--- config.mk ---
export PLATFORM = sky130hd
export DESIGN_NAME = moldudp64_seq_tracker
export DESIGN_NICKNAME = d
export VERILOG_FILES = /design/src/rtl/moldudp64_seq_tracker.sv
export SDC_FILE = /design/constraint.sdc
export NUM_CORES = 2
export LEC_CHECK = 0
export ABC_AREA = 1
export CAP_MARGIN = 20
export CORE_UTILIZATION = 30
export DETAILED_ROUTE_END_ITERATION = 10
export DONT_BUFFER_PORTS = 1
export PLACE_DENSITY = 0.47
export SETUP_SLACK_MARGIN = 0.3
export SLEW_MARGIN = 10
export SYNTH_ARGS = -nofsm -noshare
export SYNTH_HDL_FRONTEND = slang
export SYNTH_SLANG_ARGS = --single-unit
--- constraint.sdc ---
create_clock -name clk -period 25.4 [get_ports clk]
set_input_delay 6.35 -clock clk [delete_from_list [all_inputs] [get_ports clk]]
set_output_delay 6.35 -clock clk [all_outputs]
set_load 0.01 [all_outputs]
--- src/rtl/moldudp64_seq_tracker.sv ---
`default_nettype none
// ============================================================================
// Module   : moldudp64_seq_tracker
// Purpose  : Per-channel MoldUDP64 sequence tracker: dedup, gap and EOS
//            detection, plus a heartbeat-timeout flag for each channel.
// Revision : 1.0 - initial release
// ============================================================================
module moldudp64_seq_tracker #(
    parameter int              CH_N        = 2,
    parameter int              CH_W        = 1,
    parameter int              SID_W       = 80,
    parameter int              SEQ_NUM_W   = 64,
    parameter int              ML_W        = 16,
    parameter logic [ML_W-1:0] EOS_MSG_CNT = 16'hFFFF,
    parameter int              HB_TO_W     = 16,
    parameter int              HB_TO       = 1000
) (
    input  logic                 clk,
    input  logic                 reset,
    input  logic                 hdr_v_i,
    output logic                 hdr_ready_o,
    input  logic [CH_W-1:0]      hdr_ch_i,
    input  logic [SID_W-1:0]     hdr_sid_i,
    input  logic [SEQ_NUM_W-1:0] hdr_seq_num_i,
    input  logic [ML_W-1:0]      hdr_msg_cnt_i,
    output logic                 res_v_o,
    input  logic                 res_ready_i,
    output logic [CH_W-1:0]      res_ch_o,
    output logic [ML_W-1:0]      res_skip_o,
    output logic [ML_W-1:0]      res_new_o,
    output logic                 res_resync_o,
    output logic                 res_eos_o,
    output logic                 miss_v_o,
    output logic [SEQ_NUM_W-1:0] miss_start_o,
    output logic [SEQ_NUM_W-1:0] miss_cnt_o,
    output logic [CH_N-1:0]      flatlined_o
);

    typedef enum logic [1:0] {
        ST_UNSYNC = 2'd0,
        ST_SYNC   = 2'd1,
        ST_EOS    = 2'd2
    } ch_state_t;

    localparam logic [HB_TO_W-1:0] HB_MAX = HB_TO_W'(HB_TO);

    ch_state_t            state_q [CH_N];
    ch_state_t            state_d [CH_N];
    logic [SEQ_NUM_W-1:0] exp_q   [CH_N];
    logic [SEQ_NUM_W-1:0] exp_d   [CH_N];
    logic [SID_W-1:0]     sid_q   [CH_N];
    logic [SID_W-1:0]     sid_d   [CH_N];
    logic [HB_TO_W-1:0]   hb_q    [CH_N];
    logic [HB_TO_W-1:0]   hb_d    [CH_N];

    logic                 res_v_q, res_v_d;
    logic [CH_W-1:0]      res_ch_q, res_ch_d;
    logic [ML_W-1:0]      res_skip_q, res_skip_d;
    logic [ML_W-1:0]      res_new_q, res_new_d;
    logic                 res_resync_q, res_resync_d;
    logic                 res_eos_q, res_eos_d;
    logic                 miss_v_q, miss_v_d;
    logic [SEQ_NUM_W-1:0] miss_start_q, miss_start_d;
    logic [SEQ_NUM_W-1:0] miss_cnt_q, miss_cnt_d;

    logic                 hdr_acc;
    logic                 ch_valid;
    ch_state_t            cur_state;
    logic [SEQ_NUM_W-1:0] cur_exp;
    logic [SID_W-1:0]     cur_sid;
    logic [SEQ_NUM_W-1:0] seq_end;
    logic                 is_ctl;

    ch_state_t            nx_state;
    logic [SEQ_NUM_W-1:0] nx_exp;
    logic [SID_W-1:0]     nx_sid;
    logic [ML_W-1:0]      c_skip, c_new;
    logic                 c_resync, c_eos, c_miss;
    logic [SEQ_NUM_W-1:0] c_miss_start, c_miss_cnt;

    assign hdr_ready_o = ~res_v_q | res_ready_i;
    assign hdr_acc     = hdr_v_i & hdr_ready_o;
    assign seq_end     = hdr_seq_num_i + SEQ_NUM_W'(hdr_msg_cnt_i);
    // Heartbeats and end-of-session markers carry no payload messages.
    assign is_ctl      = (hdr_msg_cnt_i == '0) || (hdr_msg_cnt_i == EOS_MSG_CNT);

    always_comb begin
        ch_valid  = 1'b0;
        cur_state = ST_UNSYNC;
        cur_exp   = '0;
        cur_sid   = '0;
        for (int i = 0; i < CH_N; i++) begin
            if (hdr_ch_i == CH_W'(i)) begin
                ch_valid  = 1'b1;
                cur_state = state_q[i];
                cur_exp   = exp_q[i];
                cur_sid   = sid_q[i];
            end
        end
    end

    always_comb begin
        nx_state     = cur_state;
        nx_exp       = cur_exp;
        nx_sid       = cur_sid;
        c_skip       = '0;
        c_new        = '0;
        c_resync     = 1'b0;
        c_eos        = 1'b0;
        c_miss       = 1'b0;
        c_miss_start = '0;
        c_miss_cnt   = '0;
        if (cur_state == ST_UNSYNC || hdr_sid_i != cur_sid) begin
            nx_state = ST_SYNC;
            nx_sid   = hdr_sid_i;
            nx_exp   = seq_end;
            c_new    = hdr_msg_cnt_i;
            c_resync = 1'b1;
        end else if (cur_state == ST_EOS) begin
            c_eos = 1'b1;
        end else begin
            if (hdr_seq_num_i > cur_exp) begin
                c_miss       = 1'b1;
                c_miss_start = cur_exp;
                c_miss_cnt   = hdr_seq_num_i - cur_exp;
            end
            if (is_ctl) begin
                if (hdr_seq_num_i > cur_exp) begin
                    nx_exp = hdr_seq_num_i;
                end
                if (hdr_msg_cnt_i == EOS_MSG_CNT) begin
                    c_eos    = 1'b1;
                    nx_state = ST_EOS;
                end
            end else if (hdr_seq_num_i >= cur_exp) begin
                c_new  = hdr_msg_cnt_i;
                nx_exp = seq_end;
            end else if (seq_end <= cur_exp) begin
                c_skip = hdr_msg_cnt_i;
            end else begin
                // Straddles the expected number: drop the already-seen head.
                c_skip = ML_W'(cur_exp - hdr_seq_num_i);
                c_new  = ML_W'(seq_end - cur_exp);
                nx_exp = seq_end;
            end
        end
    end

    always_comb begin
        res_v_d      = res_v_q;
        res_ch_d     = res_ch_q;
        res_skip_d   = res_skip_q;
        res_new_d    = res_new_q;
        res_resync_d = res_resync_q;
        res_eos_d    = res_eos_q;
        miss_v_d     = miss_v_q;
        miss_start_d = miss_start_q;
        miss_cnt_d   = miss_cnt_q;
        for (int i = 0; i < CH_N; i++) begin
            state_d[i] = state_q[i];
            exp_d[i]   = exp_q[i];
            sid_d[i]   = sid_q[i];
            if (hdr_acc && hdr_ch_i == CH_W'(i)) begin
                state_d[i] = nx_state;
                exp_d[i]   = nx_exp;
                sid_d[i]   = nx_sid;
                hb_d[i]    = '0;
            end else if (hb_q[i] != HB_MAX) begin
                hb_d[i] = hb_q[i] + 1'b1;
            end else begin
                hb_d[i] = hb_q[i];
            end
        end
        if (hdr_acc && ch_valid) begin
            res_v_d      = 1'b1;
            res_ch_d     = hdr_ch_i;
            res_skip_d   = c_skip;
            res_new_d    = c_new;
            res_resync_d = c_resync;
            res_eos_d    = c_eos;
            miss_v_d     = c_miss;
            miss_start_d = c_miss_start;
            miss_cnt_d   = c_miss_cnt;
        end else if (res_ready_i) begin
            res_v_d  = 1'b0;
            miss_v_d = 1'b0;
        end
    end

    always_ff @(posedge clk or posedge reset) begin
        if (reset) begin
            for (int i = 0; i < CH_N; i++) begin
                state_q[i] <= ST_UNSYNC;
                exp_q[i]   <= '0;
                sid_q[i]   <= '0;
                hb_q[i]    <= '0;
            end
            res_v_q      <= 1'b0;
            res_ch_q     <= '0;
            res_skip_q   <= '0;
            res_new_q    <= '0;
            res_resync_q <= 1'b0;
            res_eos_q    <= 1'b0;
            miss_v_q     <= 1'b0;
            miss_start_q <= '0;
            miss_cnt_q   <= '0;
        end else begin
            for (int i = 0; i < CH_N; i++) begin
                state_q[i] <= state_d[i];
                exp_q[i]   <= exp_d[i];
                sid_q[i]   <= sid_d[i];
                hb_q[i]    <= hb_d[i];
            end
            res_v_q      <= res_v_d;
            res_ch_q     <= res_ch_d;
            res_skip_q   <= res_skip_d;
            res_new_q    <= res_new_d;
            res_resync_q <= res_resync_d;
            res_eos_q    <= res_eos_d;
            miss_v_q     <= miss_v_d;
            miss_start_q <= miss_start_d;
            miss_cnt_q   <= miss_cnt_d;
        end
    end

    generate
        for (genvar g = 0; g < CH_N; g++) begin : g_flat
            assign flatlined_o[g] = (hb_q[g] == HB_MAX);
        end
    endgenerate

    assign res_v_o      = res_v_q;
    assign res_ch_o     = res_ch_q;
    assign res_skip_o   = res_skip_q;
    assign res_new_o    = res_new_q;
    assign res_resync_o = res_resync_q;
    assign res_eos_o    = res_eos_q;
    assign miss_v_o     = miss_v_q;
    assign miss_start_o = miss_start_q;
    assign miss_cnt_o   = miss_cnt_q;

endmodule
`default_nettype wire

### After elaboration in Yosys (flattened, before gate mapping)

Index checks and enable logic that the tools add are counted.

| storage, ports and cells | value |
|---|---|
| input port bits | 165 |
| output and inout bits | 168 |
| bits in registers | 489 |

| cells by class | value |
|---|---|
| add/subtract/negate cells | 6 |
| order comparisons | 3 |
| reduce and logical (&&, ||, !) cells | 9 |
| multiplexer cells | 45 |
| bitwise gates (word level) | 4 |
| eq/ne operators | 7 |

Operators with widths:

| cell | count |
|---|---|
| $mux W64 | 13 |
| $mux W16 | 14 |
| $mux W80 | 2 |
| $ne A80 B80 Y1 | 1 |
| $add A64 B16 Y64 | 1 |
| $ge A64 B64 Y1 | 1 |
| $gt A64 B64 Y1 | 1 |
| $le A64 B64 Y1 | 1 |
| $sub A64 B64 Y64 | 1 |
| $add A16 B1 Y16 const B | 2 |
| $eq A16 B10 Y1 const B | 2 |
| $ne A16 B10 Y1 const B | 2 |
| $sub A16 B16 Y16 | 2 |
| $eq A16 B16 Y1 const B | 1 |
| $logic_not A16 Y1 | 1 |
| $mux W1 | 11 |
| $mux W2 | 5 |
| $reduce_bool A2 Y1 | 3 |
| $eq A2 B2 Y1 const B | 1 |
| $logic_and A1 B1 Y1 | 2 |
| $logic_not A2 Y1 | 1 |
| $logic_or A1 B1 Y1 | 2 |
| $not A1 Y1 | 2 |
| $and A1 B1 Y1 | 1 |
| $or A1 B1 Y1 | 1 |

### Logic depth before layout (Yosys ltp)

| logic depth | value |
|---|---|
| word-level depth | 7 |
| gate-level depth with buffers | 35 |

### Worst setup path before layout

Ideal clock, no wire load.

| timing | value |
|---|---|
| path type | in2out |
| start point | in res_ready_i |
| end point | out hdr_ready_o |
| cell stages on the path | 2 |
| path buffers | 0 |
| arrival | 6.498 ns |
| required time | 19.050 ns |
| slack | 12.552 ns |
| cells stage by stage | inv_1 -> nand2_1 |

| on the way | value |
|---|---|
| longest elaborated chain between the ends | 1 |

Ends and longest elaborated chain:

| item | RTL line | text |
|---|---|---|
| start, declared | 27 | `input logic res_ready_i,` |
| $or A1 B1 Y1 | 81 | `assign hdr_ready_o = ~res_v_q \| res_ready_i;` |
| end, declared | 21 | `output logic hdr_ready_o,` |

No other way between the ends.

### Worst setup path in the final report

Same ends and word-level chain as after synthesis.

==> impl_metrics.toml <==
[floorplanning]
die_w_um = 350
coreArea_um2 = 120000
rows = 127
initial_utilization = 0.303
die_area_um2 = 122000
io_pins = 333
dieHeight_um = 350

[power_and_ir_drop]
powerDensity_nw_per_um2 = 74.5
power_frac_comb = 0.353
leakage_nw = 20.4
p_switching_w = 0.00118
power.total_w = 0.00302
p_int_w = 0.00183
p_sw_frac = 0.392
clock_power_share = 0.343
seq_power_share = 0.304
vdd_drop_max_mv = 0.0603

[worst_setup_path]
end_kind = "output port"
endpoint = "hdr_ready_o"
rr_endpoint = "res_new_o[6]"
path_class = "in2out"
path_cells = "inv_1 > nand2_1"
critPathBufInv = 1
startpoint_type = "input port"
critical-path-max-stage-delay_ps = 170
cp.depth = 2
r2r_slack_ps = 19000
worst_ep_required_time_ps = 19050
cp_max_fo = 3
cp_top_family = "simple AND/OR/NAND/NOR gates"
reg2reg_from = "exp_q[0]"
critPathLaunch = "res_ready_i"
cp.arrival_ps = 6550
cp_slowest_cell = "nand2_1"
r2r_cells = 27

[timing]
report.final.setup_viol = 0
finalSetupTns_ps = 0
finalHoldViolations = 0
fin_ws_ps = 12500
slew_headroom = 0.0229
rsz0062_at_grt = "no"
worst_hold_slack_ps = 467
worst_pin_slew_ps = 1470
finalWorstPathRequiredPeriod_ps = 12900
max_freq_mhz = 77.5
drv_slew = 0
clock_skew_ps = 41.3
fin_crit_sh = 0.508

[clock_network]
holdBufCountCts = 0
clockBufferDepth = 3
clk_latency_ps = 690
cts_root_buffer = "clkbuf_16"
clkTransAtPathRegs_ps = 60
cts_tree = "done"
cts.htree.levels = 3
cts_resized = 0
postCtsSetupRepairBufs = 0
cts_buffers = 66
clock_sinks = 489

[cells_and_area]
final_cell_mix = "2017 x nand2_1, 554 x inv_1, 489 x dfrtp_1, 407 x nor2_1, 359 x nand3_1"
multi_input_area_um2 = 21000
seqCellArea_um2 = 12200
drive_gt1_frac = 0.0537
final_common_cell = "nand2_1"
fillerInstances = 13200
final_nets = 5794
layout-area-overhead-vs-synth_pct = 11.5

[global_routing]
grt_pass1_wl_mm = 226
grt_overflow_total = 0
groute.usage.overall = 0.246
grt_max_degree = 221
grt_antenna_before_repair = 3
grt_pass1_vias = 34300

[routing]
drt-initial-drc-count = 2693
drcViolationCount = 0
drtPass1Iterations = 6
wl_mm = 152
via_count = 35700
wl_per_cell_um = 21.3
ant_nets = 0
viasPerCell = 5.01

[synth]
async_flop_share = 1.00
netlist_area_um2 = 36300
yosysUniqueCellTypes = 48
syn_avg_cell_area_um2 = 6.57
synth_top_family_by_area = "simple AND/OR/NAND/NOR gates"
syn_inst = 5525
synth_compound_area_frac = 0.120
yosys.area_share.simple = 0.349
yosys.area_share.adder = 0.0584
synth-xor-area-share = 0.0371
ys_warn_count = 0
synth_edf_count = 0
syn_nets = 5857
synth_ff_type = "dfrtp_1"
ys_ff_latch = 489
synth_mux_area_frac = 0.00996
ys_seq_area_frac = 0.337

[status]
status = "finished clean"

[placement]
pre_cts_ws_ps = 12250
hpwlAfterDp_mm = 113
place.gp.congestion = 0.967
portBuffers = 0

[min_path]
min_path_type = "reg2reg"

[job]
maxCapViolCount = 0
flip-flops by register name, summed over array words and instances (netlist names), 4 cells and up:
name,cells
exp_q,128
state_q,4
res_new_o,16
res_skip_o,16
miss_cnt_o,64
sid_q,160
hb_q,32
miss_start_o,64
worst min path at each step:
stage | end | cells past startpoint | slack (ps) | start
2_1_floorplan | sid_q[118] | 2 | 440 | sid_q[118]
3_3_place_gp | sid_q[109] | 2 | 450 | sid_q[109]
3_5_place_dp | sid_q[118] | 2 | 450 | sid_q[118]
4_1_cts | sid_q[118] | 2 | 470 | sid_q[118]
5_1_grt | sid_q[16] | 2 | 490 | sid_q[16]
6_report | sid_q[118] | 2 | 470 | sid_q[118]
synthesized netlist by cell type (16+ instances only):
| master | count | area share |
|---|---|---|
| xnor2_1 | 73 | 0.018 |
| inv_1 | 557 | 0.058 |
| o211ai_1 | 16 | 0.0033 |
| xor2_1 | 81 | 0.020 |
| dfrtp_1 | 489 | 0.34 |
| o21ai_1 | 116 | 0.016 |
| o21ai_0 | 335 | 0.046 |
| nor4_1 | 23 | 0.0040 |
| a21boi_0 | 20 | 0.0041 |
| a21oi_1 | 245 | 0.034 |
| nand4_1 | 91 | 0.016 |
| o21bai_1 | 23 | 0.0048 |
| ha_1 | 163 | 0.056 |
| buf_2 | 61 | 0.0084 |
| or2_2 | 60 | 0.010 |
| nor2_1 | 410 | 0.042 |
| mux2i_1 | 35 | 0.0096 |
| nand3_1 | 359 | 0.049 |
| buf_4 | 17 | 0.0035 |
| nand2_1 | 2021 | 0.21 |
| nor3_1 | 59 | 0.0081 |
| clkbuf_1 | 122 | 0.013 |
through the flow:
step | area, µm² | std cells | util
after global routing | 40500 | 7126 | 0.337
after floorplan | 36300 | 5525 | -
final | 40500 | 7130 | 0.338
after CTS | 40500 | 7126 | 0.337
after detailed placement | 38000 | 7006 | 0.317
after global placement | 38000 | 7006 | 0.317
layer usage:
layer,routed length [µm],share of wire,track usage
met1,63800,0.42,0.304
met2,71100,0.47,0.410
met3,12700,0.083,0.0711
met4,4310,0.028,0.0730
met5,13,0.000086,0
area by class of cell:
type                    count  area share
clock inverters            29      0.0127
inverters                 569      0.0530
flip-flops and latches    489       0.302
multi-input cells        4248       0.518
clock buffers              91      0.0476
well taps                1612      0.0498
diodes                      4    0.000247
repair buffers             88      0.0169
kinds of logic after synthesis:
family / count (synthesis)
XOR/XNOR: 154
multiplexers: 36
buffers and inverters: 788
flip-flops: 489
AO/OA/AOI/OAI: 815
adder cells (fa/ha/maj): 167
AND/OR/NAND/NOR: 3076
power by group through the flow:
stage | Clock (W) | Combinational (W) | Sequential [W]
final | 0.00104 | 0.00106 | 0.000918
after global placement | 0 | 0.00106 | 0.000930
after detailed placement | 0 | 0.00106 | 0.000930
after global routing | 0.00109 | 0.00119 | 0.000928
after CTS | 0.00107 | 0.00107 | 0.000918
after floorplan | 0 | 0.000723 | 0.000920
Power figures use the tool's default switching activity.
